==> src/rtl/nvram_ctrl_if.sv <==
// CPU bus, STORE/RECALL triggers and host save/load port of the NVRAM controller.
// The host signals are always present; nvram_ctrl ignores them unless built with NVRAM_HOST_EN.
interface nvram_ctrl_if #(
  parameter int AW = 8,
  parameter int DW = 4
);
  logic          NVRAMn;
  logic          WRITEn;
  logic          CPU_CE;
  logic [AW-1:0] BA;
  logic [DW-1:0] BD_IN;
  logic [DW-1:0] NV_DOUT;
  logic          STORE;
  logic          RECALL;
  logic          BUSY;
  logic          HOST_REQ;
  logic          HOST_WE;
  logic [AW-1:0] HOST_ADDR;
  logic [DW-1:0] HOST_DIN;
  logic [DW-1:0] HOST_DOUT;
  logic          HOST_ACK;

  modport master (
    output NVRAMn, WRITEn, CPU_CE, BA, BD_IN, STORE, RECALL,
    output HOST_REQ, HOST_WE, HOST_ADDR, HOST_DIN,
    input  NV_DOUT, BUSY, HOST_DOUT, HOST_ACK
  );

  modport slave (
    input  NVRAMn, WRITEn, CPU_CE, BA, BD_IN, STORE, RECALL,
    input  HOST_REQ, HOST_WE, HOST_ADDR, HOST_DIN,
    output NV_DOUT, BUSY, HOST_DOUT, HOST_ACK
  );
endinterface

==> src/rtl/nvram_ctrl.sv <==
// X2212-style NVRAM controller: working array, shadow array, STORE/RECALL block copies.
// Define NVRAM_HOST_EN to enable the host save/load port (HOST state) on the shadow array.
module nvram_ctrl #(
  parameter int AW          = 8,
  parameter int DW          = 4,
  parameter bit AUTO_RECALL = 1'b1
) (
  input logic         CLK10,
  input logic         RESET,
  nvram_ctrl_if.slave bus
);
  localparam int            DEPTH    = 1 << AW;
  localparam logic [AW-1:0] CNT_LAST = '1;

  typedef enum logic [1:0] {
    S_IDLE,
    S_RECALL,
    S_STORE,
    S_HOST
  } state_t;

  state_t        state, state_nxt;
  logic [AW-1:0] cnt, cnt_nxt;
  logic          str_q, rcl_q;
  logic          str_edge, rcl_edge;
  logic          cpu_acc;
  logic [DW-1:0] nv_dout_p1;

  logic [DW-1:0] work   [DEPTH];
  logic [DW-1:0] shadow [DEPTH];

  assign cpu_acc  = ~bus.NVRAMn & bus.CPU_CE;
  assign str_edge = bus.STORE  & ~str_q;
  assign rcl_edge = bus.RECALL & ~rcl_q;

  always_ff @(posedge CLK10) begin
    if (RESET) begin
      state <= (AUTO_RECALL != 1'b0) ? S_RECALL : S_IDLE;
      cnt   <= '0;
      str_q <= 1'b1;
      rcl_q <= 1'b1;
    end else begin
      state <= state_nxt;
      cnt   <= cnt_nxt;
      str_q <= bus.STORE;
      rcl_q <= bus.RECALL;
    end
  end

  // Trigger edges outrank the host; a CPU access steals the copy slot for one cycle.
  always_comb begin
    state_nxt = state;
    cnt_nxt   = cnt;
    case (state)
      S_IDLE: begin
        if (str_edge) begin
          state_nxt = S_STORE;
          cnt_nxt   = '0;
        end else if (rcl_edge) begin
          state_nxt = S_RECALL;
          cnt_nxt   = '0;
        end
`ifdef NVRAM_HOST_EN
        else if (bus.HOST_REQ) begin
          state_nxt = S_HOST;
        end
`endif
      end
      S_RECALL, S_STORE: begin
        if (!cpu_acc) begin
          cnt_nxt = cnt + 1'b1;
          if (cnt == CNT_LAST) state_nxt = S_IDLE;
        end
      end
      default: state_nxt = S_IDLE;
    endcase
  end

  assign bus.BUSY = (state == S_RECALL) || (state == S_STORE);

  // CPU owns the working array; recall only fills slots the CPU is not using.
  always_ff @(posedge CLK10) begin
    if (cpu_acc && !bus.WRITEn) begin
      work[bus.BA] <= bus.BD_IN;
    end else if (!RESET && state == S_RECALL && !cpu_acc) begin
      work[cnt] <= shadow[cnt];
    end
  end

  // A reset edge must not land one more store write, so the abort point is exact.
  always_ff @(posedge CLK10) begin
    if (!RESET && state == S_STORE && !cpu_acc) begin
      shadow[cnt] <= work[cnt];
    end
`ifdef NVRAM_HOST_EN
    else if (!RESET && state == S_HOST && bus.HOST_WE) begin
      shadow[bus.HOST_ADDR] <= bus.HOST_DIN;
    end
`endif
  end

  always_ff @(posedge CLK10) begin
    if (RESET) begin
      nv_dout_p1 <= '0;
    end else if (!bus.NVRAMn) begin
      nv_dout_p1 <= work[bus.BA];
    end
  end

  assign bus.NV_DOUT = nv_dout_p1;

`ifdef NVRAM_HOST_EN
  assign bus.HOST_ACK  = (state == S_HOST);
  assign bus.HOST_DOUT = (state == S_HOST && !bus.HOST_WE) ? shadow[bus.HOST_ADDR] : '0;
`else
  logic host_unused;
  assign host_unused   = ^{bus.HOST_REQ, bus.HOST_WE, bus.HOST_ADDR, bus.HOST_DIN};
  assign bus.HOST_ACK  = 1'b0;
  assign bus.HOST_DOUT = '0;
`endif
endmodule

==> src/flat_wrapper.sv <==
// flat-port wrapper written by rule: the top's interface ports become plain ports
module nvram_ctrl_flat 
#(
  parameter int AW          = 8,
  parameter int DW          = 4,
  parameter bit AUTO_RECALL = 1'b1
)
  (CLK10, RESET, bus_NVRAMn, bus_WRITEn, bus_CPU_CE, bus_BA, bus_BD_IN, bus_STORE, bus_RECALL, bus_HOST_REQ, bus_HOST_WE, bus_HOST_ADDR, bus_HOST_DIN, bus_NV_DOUT, bus_BUSY, bus_HOST_DOUT, bus_HOST_ACK);
  nvram_ctrl_if #(.AW(AW), .DW(DW)) bus_i ();
  input logic CLK10;
  input logic RESET;
  input wire logic [$bits(bus_i.NVRAMn)-1:0] bus_NVRAMn;
  input wire logic [$bits(bus_i.WRITEn)-1:0] bus_WRITEn;
  input wire logic [$bits(bus_i.CPU_CE)-1:0] bus_CPU_CE;
  input wire logic [$bits(bus_i.BA)-1:0] bus_BA;
  input wire logic [$bits(bus_i.BD_IN)-1:0] bus_BD_IN;
  input wire logic [$bits(bus_i.STORE)-1:0] bus_STORE;
  input wire logic [$bits(bus_i.RECALL)-1:0] bus_RECALL;
  input wire logic [$bits(bus_i.HOST_REQ)-1:0] bus_HOST_REQ;
  input wire logic [$bits(bus_i.HOST_WE)-1:0] bus_HOST_WE;
  input wire logic [$bits(bus_i.HOST_ADDR)-1:0] bus_HOST_ADDR;
  input wire logic [$bits(bus_i.HOST_DIN)-1:0] bus_HOST_DIN;
  output wire logic [$bits(bus_i.NV_DOUT)-1:0] bus_NV_DOUT;
  output wire logic [$bits(bus_i.BUSY)-1:0] bus_BUSY;
  output wire logic [$bits(bus_i.HOST_DOUT)-1:0] bus_HOST_DOUT;
  output wire logic [$bits(bus_i.HOST_ACK)-1:0] bus_HOST_ACK;
  assign bus_i.NVRAMn = bus_NVRAMn;
  assign bus_i.WRITEn = bus_WRITEn;
  assign bus_i.CPU_CE = bus_CPU_CE;
  assign bus_i.BA = bus_BA;
  assign bus_i.BD_IN = bus_BD_IN;
  assign bus_i.STORE = bus_STORE;
  assign bus_i.RECALL = bus_RECALL;
  assign bus_i.HOST_REQ = bus_HOST_REQ;
  assign bus_i.HOST_WE = bus_HOST_WE;
  assign bus_i.HOST_ADDR = bus_HOST_ADDR;
  assign bus_i.HOST_DIN = bus_HOST_DIN;
  assign bus_NV_DOUT = bus_i.NV_DOUT;
  assign bus_BUSY = bus_i.BUSY;
  assign bus_HOST_DOUT = bus_i.HOST_DOUT;
  assign bus_HOST_ACK = bus_i.HOST_ACK;
  nvram_ctrl #(.AW(AW), .DW(DW), .AUTO_RECALL(AUTO_RECALL)) u_core (.CLK10(CLK10), .RESET(RESET), .bus(bus_i));
endmodule
==> config.mk <==
export PLATFORM = sky130hd
export DESIGN_NAME = nvram_ctrl_flat
export DESIGN_NICKNAME = d
export VERILOG_FILES = /design/src/rtl/nvram_ctrl_if.sv /design/src/rtl/nvram_ctrl.sv /design/src/flat_wrapper.sv
export SDC_FILE = /design/constraint.sdc
export NUM_CORES = 2
export LEC_CHECK = 0
export BUFFER_PORTS_ARGS = -buffer_cell sky130_fd_sc_hd__buf_2
export CAP_MARGIN = 5
export CORE_MARGIN = 2
export CORE_UTILIZATION = 40
export CTS_BUF_LIST = sky130_fd_sc_hd__clkbuf_2
export DETAILED_ROUTE_END_ITERATION = 6
export GPL_ROUTABILITY_DRIVEN = 0
export PLACE_DENSITY_LB_ADDON = 0.1
export SLEW_MARGIN = 5
export SYNTH_ARGS = -nofsm -noshare
export SYNTH_HDL_FRONTEND = slang
export SYNTH_SLANG_ARGS = --single-unit
export TNS_END_PERCENT = 1
==> constraint.sdc <==
create_clock -name CLK10 -period 18.4 [get_ports CLK10]
set_clock_uncertainty 0.1 [all_clocks]
set_input_delay 1.84 -clock CLK10 [delete_from_list [all_inputs] [get_ports CLK10]]
set_output_delay 1.84 -clock CLK10 [all_outputs]
set_load 0.01 [all_outputs]
==> summary.md <==
| Metric | Value |
|---|---|
| Max-cap violations | 1 |
| Post-synth ARST share | 0% |
| Sequential Area | 62,000 µm² |
| Antenna violations before repair | 17 |
| Latest clock arrival within the worst-skew pair | ~2.0 ns |
| Status | finished with violations |
| Area occupied by multi-input gates | 26,200 µm² |
| Worst Path Max Fanout | roughly 110 |
| Via count | 51,432 |
| Seq pwr share | a little under three fifths |
| Avg Cell Area, Syn | 18.0 µm² |
| 1st-iter DRT viols | 4,820 |
| Share of cells above drive strength 1 | roughly 29% |
| Clk sink count | 2,072 |
| Switching pwr | between 2000 and 3000 µW |
| Post-DRT Antenna Nets | 0 |
| WL met1 | 115,000 µm |
| Largest net degree at the start of global routing | between 200 and 250 |
| Count leader, synth | edfxtp_1 |
| Violated checks | capacitance limit, slew limit |
| Core area | roughly 220,000 µm² |
| Crit path max-delay cell type | dfxtp_4 |
| First-pass GRT wire length | approximately 380,000 µm |
| Area growth, synth to finish | 8.84% |
| Primary FF master, synth | edfxtp_1 |
| Post-synth EDFFs | about 2,000 |
| Via/cell ratio | 5.89 |
| GRT Total Usage | 23.3% |
| CTS root buf | clkbuf_2 |
| DIE AREA | 229,000 µm² |
| Pleak | 0.0306 µW |
| Initial Util | 40.1% |
| Final Cycle Share | 42.1% |
| CP cell instances | buf_12 > buf_12 > buf_4 > mux4_2 > a22o_1 > a221oi_1 > o22ai_1 > nor3_1 > o22ai_1 > or3_4 > buf_4 > buf_4 |
| Synth area leader | edfxtp_1 |
| Crit Reg-Reg Endpoint | u_core.shadow[115][1] |
| Worst path max stage delay | 0.80 ns |
| Largest cells by area after synthesis | edfxtp_1 68%, mux4_2 16%, mux2i_1 3.1%, nor2_1 2.5%, a22oi_1 0.79% |
| Yosys reg bits | 2,072 |
| Sw Share | 27.4% |
| Post-detail-place hpwl | 165,000 µm |
| 1st-pass router iterations | 6 |
| Final WL | 269,000 µm |
| Slew HR | -2.89% |
| TritonCTS buffer count | 567 |
| CTS tree | built |
| Aggregate global routing overflow | 0 |
| Least-Margin Pin Slew | 1.50 ns |
| Die Span Y | 479 µm |
| Hold-fix buffers, CTS | 3 |
| Register area share after synthesis | 68.8% |
| Nets | 5,414 |
| Setup crit end | u_core.shadow[115][1] |
| Number of H-tree levels | 6 |
| DR WL/cell | 30.8 µm |
| Area share of the largest cell type after synthesis | 68.3% |
| Mapped Cells | 5,014 |
| Cell Int Power | 7060 µW |
| Worst-path clk slew | 0.09 ns |
| Final setup TNS | 0 ns |
| Hold Fails Final Rpt | 0 |
| CP Capture Type | flip-flop |
| Yosys warns | 0 |
| R2r setup slk | 10.65 ns |
| Worst hold path type | input pin to flip-flop |
| Die W | roughly 480 µm |
| Metal2 WL | ~130,000 µm |
| IO buf count | 23 |
| Rows | around 170 |
| Vias in the first global route | 54,077 |
| Fin crit period | 7.75 ns |
| Commonest cells post-synth | 2,048 x edfxtp_1, 628 x mux4_2, 590 x nor2_1 |
| R2r worst-path depth | 12 |
| Synthesized cell area | 90,100 µm² |
| Comb pwr share | 11.6% |
| Met3 wire len | 18,100 µm |
| Setup repair bufs after CTS | 0 |
| Post-cts gate resize count | 0 |
| Setup violators final | 0 |
| Clk pwr share | 33.0% |
| Worst IR drop on VDD | 72.4 µV |
| DRC violations left | 0 |
| Worst Path Required | 19.67 ns |
| Fin. max-slew vios | 2 |
| Count of different cell masters after synthesis | 69 |
| Top sig layer | met5 |
| Clock buffer depth | 4 |
| FILL cells | around 20,000 |
| Critical Path AT | around 9.0 ns |
| CP startpoint kind | flip-flop |
| Peak Freq | 0.129 GHz |
| RSZ-0062 raised after global routing | no |
| Top Ports | 43 |
| Power Dens Cells | 99.2 nW/µm² |
| Total Power | 9730 µW |
| Worst setup path class | flip-flop to flip-flop |
| Cell mode on critical path | buf_4 |
-- power by group through the flow --
stage	logic, µW	clock network, µW	registers, µW
6_report	1120	3210	5390
5_1_grt	1200	3560	5400
4_1_cts	1150	3320	5390
3_5_place_dp	1140	0	5500
3_3_place_gp	1130	0	5500
2_1_floorplan	761	0	5560
-- layout make-up --
cell class	instances	area share [%]
inverter	13	0.0498
clock inverter	120	0.767
sequential	2072	63.2
clock buffer	798	4.07
tap	2992	3.82
antenna	14	0.0357
multi-input combinational	2563	26.7
timing repair buffer	156	1.34
-- metrics by stage --
stage	setup slack (ns)	hold slack (ns)	cell area, µm²	std cells	utilization, %
2_1_floorplan	3.01	0.359	90100	5018	-
3_3_place_gp	10.77	0.382	93200	7793	41.5
3_5_place_dp	10.66	0.378	93200	7793	41.5
4_1_cts	10.58	0.0857	98000	8714	43.7
5_1_grt	10.09	0.128	98000	8725	43.7
6_report	10.65	0.363	98000	8728	43.7
-- worst max-delay path, delay by kind of cell, from the launching register on --
| family | cells | cell delay (ns) |
|---|---|---|
| mux | 1 | 0.61 |
| simple gates | 2 | 1.26 |
| buf+inv | 5 | 2.93 |
| compound gates | 4 | 1.20 |
| flops | 1 | 0.80 |
-- routing by layer --
layer	vias to the layer above	global-route usage, %
met1	27149	32.2
met2	2016	37.0
met4	6	7.83
met5	-	0
li1	21776	-
met3	485	4.70
-- kinds of logic (layout without fill, tap and decap cells) --
| logic type | after synthesis | count (layout) | synth area share [%] |
|---|---|---|---|
| AO/OA/AOI/OAI | 642 | 642 | 5.06 |
| XOR/XNOR | 7 | 7 | 0.0681 |
| adder cells (fa/ha/maj) | 8 | 8 | 0.111 |
| buffers and inverters | 383 | 1087 | 2.29 |
| flip-flops | 2072 | 2072 | 68.8 |
| multiplexers | 934 | 934 | 19.1 |
| other | 1 | 19 | 0.00416 |
| AND/OR/NAND/NOR | 967 | 967 | 4.53 |
-- state kept, by name (all words and copies together) (netlist names), named ones only --
signal              count
u_core.str_q            1
u_core.state            2
u_core.cnt              8
u_core.work          1024
u_core.bus.NV_DOUT      4
u_core.shadow        1024
u_core.rcl_q            1
-- layout by cell type, fill, tap and decap left out, drive strengths merged, types with 55 or more instances in the layout --
| cell | synthesis | layout |
|---|---|---|
| mux4 | 628 | 628 |
| o22ai | 107 | 107 |
| clkbuf | 188 | 799 |
| a221oi | 55 | 55 |
| nand2 | 154 | 154 |
| a21oi | 92 | 92 |
| clkinv | 3 | 97 |
| o21ai | 67 | 67 |
| nor3 | 60 | 60 |
| buf | 182 | 152 |
| nor2 | 590 | 590 |
| mux2i | 283 | 283 |
| a22oi | 95 | 95 |
| edfxtp | 2048 | 2048 |
-- worst min-delay path by stage --
stage / endpoint / depth (start not counted) / slack, ns / start
after floorplan: u_core.state[1] / 2 / 0.36 / u_core.state[1]
after global placement: u_core.bus.NV_DOUT[1] / 1 / 0.38 / u_core.bus.NV_DOUT[1]
after detailed placement: u_core.bus.NV_DOUT[0] / 1 / 0.38 / u_core.bus.NV_DOUT[0]
after CTS: u_core.state[1] / 5 / 0.09 / bus_CPU_CE
after global routing: u_core.state[1] / 5 / 0.13 / bus_CPU_CE
final: u_core.state[1] / 5 / 0.36 / bus_CPU_CE
No activity file was read; power rests on OpenSTA's default activity.
